**src/rtl/dma_mem_controller.sv**
```systemverilog
// dma_mem_controller: word DMA engine bridging simple_dma_device requests onto the openMSP430 DMA memory port
// Device side : dma_rqst/dma_rd_wr/dma_start_address/dma_num_words/dev_out/dev_ack in; dma_ack/dev_in/dma_end_flag/dma_error_flag out
// Memory side : dma_addr/dma_din/dma_en/dma_we/dma_priority/dma_wkup out; dma_dout/dma_ready/dma_resp in
// Optional    : define DMA_CTRL_TIMEOUT_EN to abort after DEV_TIMEOUT cycles without dev_ack (0 disables)
module dma_mem_controller #(
    parameter logic        DMA_PRIORITY = 1'b0,
    parameter logic [15:0] DEV_TIMEOUT  = 16'd255
) (
    input  logic        clk,
    input  logic        reset,
    input  logic        dma_rqst,
    input  logic        dma_rd_wr,
    input  logic [15:0] dma_start_address,
    input  logic [15:0] dma_num_words,
    input  logic [15:0] dev_out,
    input  logic        dev_ack,
    output logic        dma_ack,
    output logic [15:0] dev_in,
    output logic        dma_end_flag,
    output logic        dma_error_flag,
    output logic [14:0] dma_addr,
    output logic [15:0] dma_din,
    output logic        dma_en,
    output logic [1:0]  dma_we,
    output logic        dma_priority,
    output logic        dma_wkup,
    input  logic [15:0] dma_dout,
    input  logic        dma_ready,
    input  logic        dma_resp
);
    typedef enum logic [3:0] {
        IDLE, MEM_RD, RD_DATA, DEV_RD_WAIT, DEV_WR_WAIT, WR_LATCH, MEM_WR, WR_RESP, NEXT, DONE, ERR
    } state_t;
    state_t      state, state_next;
    logic [15:0] addr, remaining, data, dev_in_q;
    logic        rd_wr, rd_ack, wr_ack, tmo_hit, timeout;
`ifdef DMA_CTRL_TIMEOUT_EN
    logic [15:0] tmo_cnt;
    // counts consecutive cycles spent in one device-wait state; any state change restarts it
    always_ff @(posedge clk) begin
        if (reset)
            tmo_cnt <= 16'd0;
        else
            tmo_cnt <= ((state == DEV_RD_WAIT || state == DEV_WR_WAIT) && state_next == state) ? tmo_cnt + 16'd1 : 16'd0;
    end
    assign tmo_hit = tmo_cnt == DEV_TIMEOUT - 16'd1;
`else
    assign tmo_hit = 1'b0;
`endif
    assign timeout = (DEV_TIMEOUT != 16'd0) && tmo_hit;
    // acknowledges are suppressed once the device withdraws its request
    assign rd_ack = dma_rqst && state == DEV_RD_WAIT && dev_ack;
    assign wr_ack = dma_rqst && state == WR_RESP && !dma_resp;
    always_ff @(posedge clk) begin
        if (reset) begin
            state     <= IDLE;
            addr      <= 16'd0;
            remaining <= 16'd0;
            data      <= 16'd0;
            dev_in_q  <= 16'd0;
            rd_wr     <= 1'b0;
        end else begin
            state <= state_next;
            if (state == IDLE && dma_rqst) begin
                addr      <= dma_start_address;
                remaining <= dma_num_words;
                rd_wr     <= dma_rd_wr;
            end
            if (state == RD_DATA)
                data <= dma_dout;
            if (state == WR_LATCH)
                data <= dev_out;
            if (state == NEXT) begin
                addr      <= addr + 16'd2;
                remaining <= remaining - 16'd1;
            end
            if (rd_ack)
                dev_in_q <= data;
        end
    end
    // a dropped request aborts at once, except that a pending memory access is first completed
    always_comb begin
        state_next = state;
        case (state)
            IDLE:        if (dma_rqst) state_next = dma_num_words == 16'd0 ? DONE : dma_rd_wr ? MEM_RD : DEV_WR_WAIT;
            MEM_RD:      if (dma_ready) state_next = dma_rqst ? RD_DATA : IDLE;
            RD_DATA:     state_next = !dma_rqst ? IDLE : dma_resp ? ERR : DEV_RD_WAIT;
            DEV_RD_WAIT: state_next = !dma_rqst ? IDLE : dev_ack ? NEXT : timeout ? ERR : DEV_RD_WAIT;
            DEV_WR_WAIT: state_next = !dma_rqst ? IDLE : dev_ack ? WR_LATCH : timeout ? ERR : DEV_WR_WAIT;
            WR_LATCH:    state_next = dma_rqst ? MEM_WR : IDLE;
            MEM_WR:      if (dma_ready) state_next = dma_rqst ? WR_RESP : IDLE;
            WR_RESP:     state_next = !dma_rqst ? IDLE : dma_resp ? ERR : NEXT;
            NEXT:        state_next = !dma_rqst ? IDLE : remaining == 16'd1 ? DONE : rd_wr ? MEM_RD : DEV_WR_WAIT;
            DONE, ERR:   if (!dma_rqst) state_next = IDLE;
            default:     state_next = IDLE;
        endcase
    end
    always_comb begin
        dma_ack        = rd_ack || wr_ack;
        dev_in         = rd_ack ? data : dev_in_q;
        dma_end_flag   = state == DONE || state == ERR;
        dma_error_flag = state == ERR;
        dma_addr       = addr[15:1];
        dma_din        = data;
        dma_en         = state == MEM_RD || state == MEM_WR;
        dma_we         = state == MEM_WR ? 2'b11 : 2'b00;
        dma_priority   = DMA_PRIORITY;
        dma_wkup       = state != IDLE;
    end
endmodule

```
**config.mk**
```make
export PLATFORM = sky130hd
export DESIGN_NAME = dma_mem_controller
export DESIGN_NICKNAME = d
export VERILOG_FILES = /design/src/rtl/dma_mem_controller.sv
export SDC_FILE = /design/constraint.sdc
export NUM_CORES = 1
export LEC_CHECK = 0
export BUFFER_PORTS_ARGS = -buffer_cell sky130_fd_sc_hd__buf_2
export CAP_MARGIN = 20
export CORE_ASPECT_RATIO = 0.75
export CORE_MARGIN = 2
export CORE_UTILIZATION = 55
export CTS_CLUSTER_DIAMETER = 150
export DETAILED_ROUTE_END_ITERATION = 12
export PLACE_DENSITY = 0.95
export SLEW_MARGIN = 20
export SYNTH_ARGS = -nofsm -noshare
export SYNTH_HDL_FRONTEND = slang
export SYNTH_SLANG_ARGS = --single-unit
```
**constraint.sdc**
```tcl
create_clock -name clk -period 6.15 [get_ports clk]
set_input_delay 0.3075 -clock clk [delete_from_list [all_inputs] [get_ports clk]]
set_output_delay 0.3075 -clock clk [all_outputs]
set_load 0.02 [all_outputs]
```
Yosys cells after proc, flatten, opt, wreduce, memory -nomap -nowiden

Index checks and enable logic that the tools add are counted.
W data, S select, Z words.

Flip-flop bits (word level): 69
Word-level logic and storage cells: 68

Reductions and logical operators: 16
Multiplexer cells: 29
Eq/ne operators: 15
$add $sub $neg: 2

Operators with widths:

| cell                    | count |
|---|---|
| $mux W16                | 7 |
| $mux W4                 | 12 |
| $pmux W4 S10            | 1 |
| $add A16 B2 Y16 const B | 1 |
| $eq A16 B1 Y1 const B   | 1 |
| $eq A4 B3 Y1 const B    | 4 |
| $logic_not A16 Y1       | 1 |
| $sub A16 B1 Y16 const B | 1 |
| $mux W3                 | 5 |
| $eq A4 B4 Y1 const B    | 3 |
| $eq A4 B2 Y1 const B    | 2 |
| $ne A2 B2 Y1 const B    | 4 |
| $mux W2                 | 3 |
| $logic_and A1 B1 Y1     | 5 |
| $eq A4 B1 Y1 const B    | 1 |
| $logic_not A4 Y1        | 1 |
| $reduce_and A4 Y1       | 1 |
| $reduce_bool A2 Y1      | 2 |
| $reduce_bool A4 Y1      | 1 |
| $logic_or A1 B1 Y1      | 3 |
| $reduce_or A2 Y1        | 1 |
| $logic_not A1 Y1        | 1 |
| $mux W1                 | 1 |

Depth between registers and ports, before layout

Depth after elaboration: 4
Mapped depth: 7

Worst setup path before layout

No wires, ideal clock.

Kind: register -> output
Start point: register state[3]
End point: output dev_in[10]
Stages on the path, launching flop included: 7
Path slack: 4.050 ns
Arrival time: 1.793 ns
Path buffers: 2
Path through: dfxtp_1 buf_2 nor2b_1 nand3_1 nor3b_2 buf_4 mux2_2

Longest elaborated chain between the ends: 4

Ends and longest elaborated chain:

| item                              | RTL line | text |
|---|---|---|
| start, declared                   | 34       | `state_t state, state_next;` |
| start signal, assigned            | 63       | `state <= state_next;` |
| $eq A4 B2 Y1                      | 52       | `assign rd_ack = dma_rqst && state == DEV_RD_WAIT && dev_ack;` |
| $logic_and A1 B1 Y1 (2 in series) | 52       |  |
| $mux W16                          | 100      | `dev_in = rd_ack ? data : dev_in_q;` |
| end, declared                     | 18       | `output logic [15:0] dev_in,` |

No other way between the ends.

Worst setup path after layout

Start point: register state[1]
End point: output dev_in[7]

Same word-level chain as after synthesis.

==> metrics.txt <==
status=finished, final reports clean; drt total wl=between 10000 and 15000 um; post-synth top area cell=dfxtp_1; Hold-fix buffers, CTS=0; WL/cell=16.4 um; post-CTS sizing=0; Multi-input gate area=~2200 um2; CTS tree=yes; Final ANT Viol Nets=0; Slew Limit Fails=0; vias in the first global route=around 3400; Final WS setup=around 3300 ps; drt via density=between 6 and 7; top_reg_cell synth=dfxtp_1; Final Skew=approximately 11 ps; fillcell total=540; largest net degree at the start of global routing=69; Worst IR Drop VDD=roughly 0.12 mV; postcts setup bufs=0; time the worst path needs with I/O delays and setup=2890 ps; FFs w/ async S/R, synth=0%; commonest non-fill, non-tap cell in the layout=buf_2; initial antenna violation count=0; Setup WS pre-CTS=3540 ps; initial drt markers=about 440; critical path capture point type=output pin; Ant. Diodes=0; Rows=26; Detail Placement HPWL=7290 um; critical path type=reg2out; nets=roughly 640; top cells by area, synth=dfxtp_1 (36%), mux2_2 (5.7%), a21oi_1 (5.6%); CORE AREA=roughly 6700 um2; Total GRT Usage=between 20% and 30%; Worst-Skew Late Latency=around 360 ps; RSZ-0062 raised after global routing=false; #FFs+latches synth=between 60 and 70; yosys synthesis warning count=0; crit-path cells=nor2b_1 -> nand3_1 -> nor3b_2 -> buf_4 -> mux2_2 -> buf_2; final setup TNS=0 ps; layout cell share with drive strength beyond 1=between 30% and 40%; first-pass GRT wire length=between 15000 and 20000 um; Mapped Nets=530; Area growth syn-to-layout=22.2%; I/O pin cnt=approximately 130; most frequent cells in the layout=buf_2 (123), dfxtp_1 (68), nor2_1 (55); Port Buffers=roughly 120; Lkg Pwr=roughly 1.9 nW; CP top delay family=simple AND/OR/NAND/NOR gates; post-synth top area share=about 36%; Die X=roughly 99 um; number of max-cap violations=0; CP max stage cell=dfxtp_1; clk sinks=68; number of synthesized flops with an enable pin=0; Max Fanout on Critical Path=16; Die H=75.5 um; RD Place Congestion=approximately 0.90; WP buf/inv=2; worst hold path type=in2reg; Via Count=roughly 4000; TritonCTS buffer count=9; drt drc=0; Seq/Total Area, Yosys=36.3%; Avg Synthesized Cell Area=around 8.2 um2; grt ovf=0; area of the mapped netlist=about 3700 um2; Die Area=between 7000 and 8000 um2; Tcrit/Tclk final=a little under half; FMAX=approximately 0.35 GHz; max incr delay on CP=approximately 650 ps; cells after synthesis=456; CP arrival=between 2000 and 3000 ps; Worst EP required=roughly 6000 ps; Worst Tran Pin Value=approximately 1000 ps; clock root cell=clkbuf_8; CTS H-tree depth=3; Pwr per Cell Area=249 nW/um2; clock slew at reported path FFs=approximately 80 ps; Rel. slew slack=between 30% and 40%; Final Util=about two thirds; Hold Violations, Final=0; setup violators final=0; sequential cell area=around 1400 um2; Initial Utilization=55.9%; post-synth cell types=57; 1st-pass router iterations=6; critical path startpoint category=flop; clock buffer depth=2
-- synth_stat cells, types with 9 or more instances --
| cell | count |
|---|---|
| nor4_1 | 12 |
| nand2_1 | 28 |
| nor3_1 | 9 |
| clkbuf_1 | 23 |
| nand3_1 | 16 |
| a21oi_1 | 42 |
| nor2b_1 | 22 |
| dfxtp_1 | 68 |
| nor2_1 | 55 |
| mux2i_1 | 18 |
| a211oi_1 | 21 |
| mux2_2 | 19 |
| nand2b_1 | 9 |
| o21ai_0 | 12 |
-- routing by layer --
layer | part of all wire [%] | wire, um | vias to the layer above | global-route usage, %
met5 | 0 | 0 | - | 0
met4 | 2.6 | 278 | 0 | 8.98
met2 | 48 | 5170 | 227 | 45.9
li1 | - | - | 1881 | -
met1 | 40 | 4290 | 1841 | 33.7
met3 | 8.7 | 933 | 36 | 7.61
-- layout make-up --
cell class | count | area share [%]
Clock buffer | 9 | 2.71
Clock inverter | 7 | 2.19
Inverter | 7 | 0.574
Multi-Input combinational cell | 347 | 48.2
Sequential cell | 68 | 29.7
Tap cell | 84 | 2.30
Timing Repair Buffer | 128 | 14.3
-- registers in the layout, indices dropped and copies added, names as in the netlist --
register,cells
addr,15
state,4
dev_in_q,16
rd_wr,1
remaining,16
dma_din,16
-- path summary, 6_finish.rpt --
kind         slack (ps)                  start         to  depth (start not counted)
min reg2reg         470                  rd_wr      rd_wr                          2
max reg2reg        3460               state[3]    addr[8]                          4
max                3260               state[1]  dev_in[7]                          6
min                 190  dma_start_address[10]   addr[10]                          3
-- power by group --
part	total, mW	internal, mW	leakage [nW]	switching [mW]
combinational	0.216	0.0867	1.28	0.130
sequential	0.505	0.466	0.554	0.0392
clock	0.417	0.230	0.102	0.187
-- logic make-up after synthesis --
group / synth area share, %
AOI/OAI and AO/OA: 20.4
and+or+nand+nor: 25.9
buffers and inverters: 4.81
other: 0.100
xor gates and xnor gates: 0.935
adders and majority gates: 1.00
DFF: 36.3
muxes: 10.5
-- metrics by stage --
step / hold WS (ps) / instance area [um2] / cells / total power, mW
after floorplan: 436 / 3750 / 456 / 0.650
after global placement: 445 / 4350 / 634 / 0.713
after detailed placement: 463 / 4350 / 634 / 0.724
after CTS: 181 / 4570 / 650 / 1.14
after global routing: 184 / 4580 / 650 / 1.19
final: 185 / 4580 / 650 / 1.14
-- tightest hold or removal path: stages --
cell     delay [ps]
buf_2           100
nand2_1          50
a21oi_1          50
No activity file was read; power rests on OpenSTA's default activity.
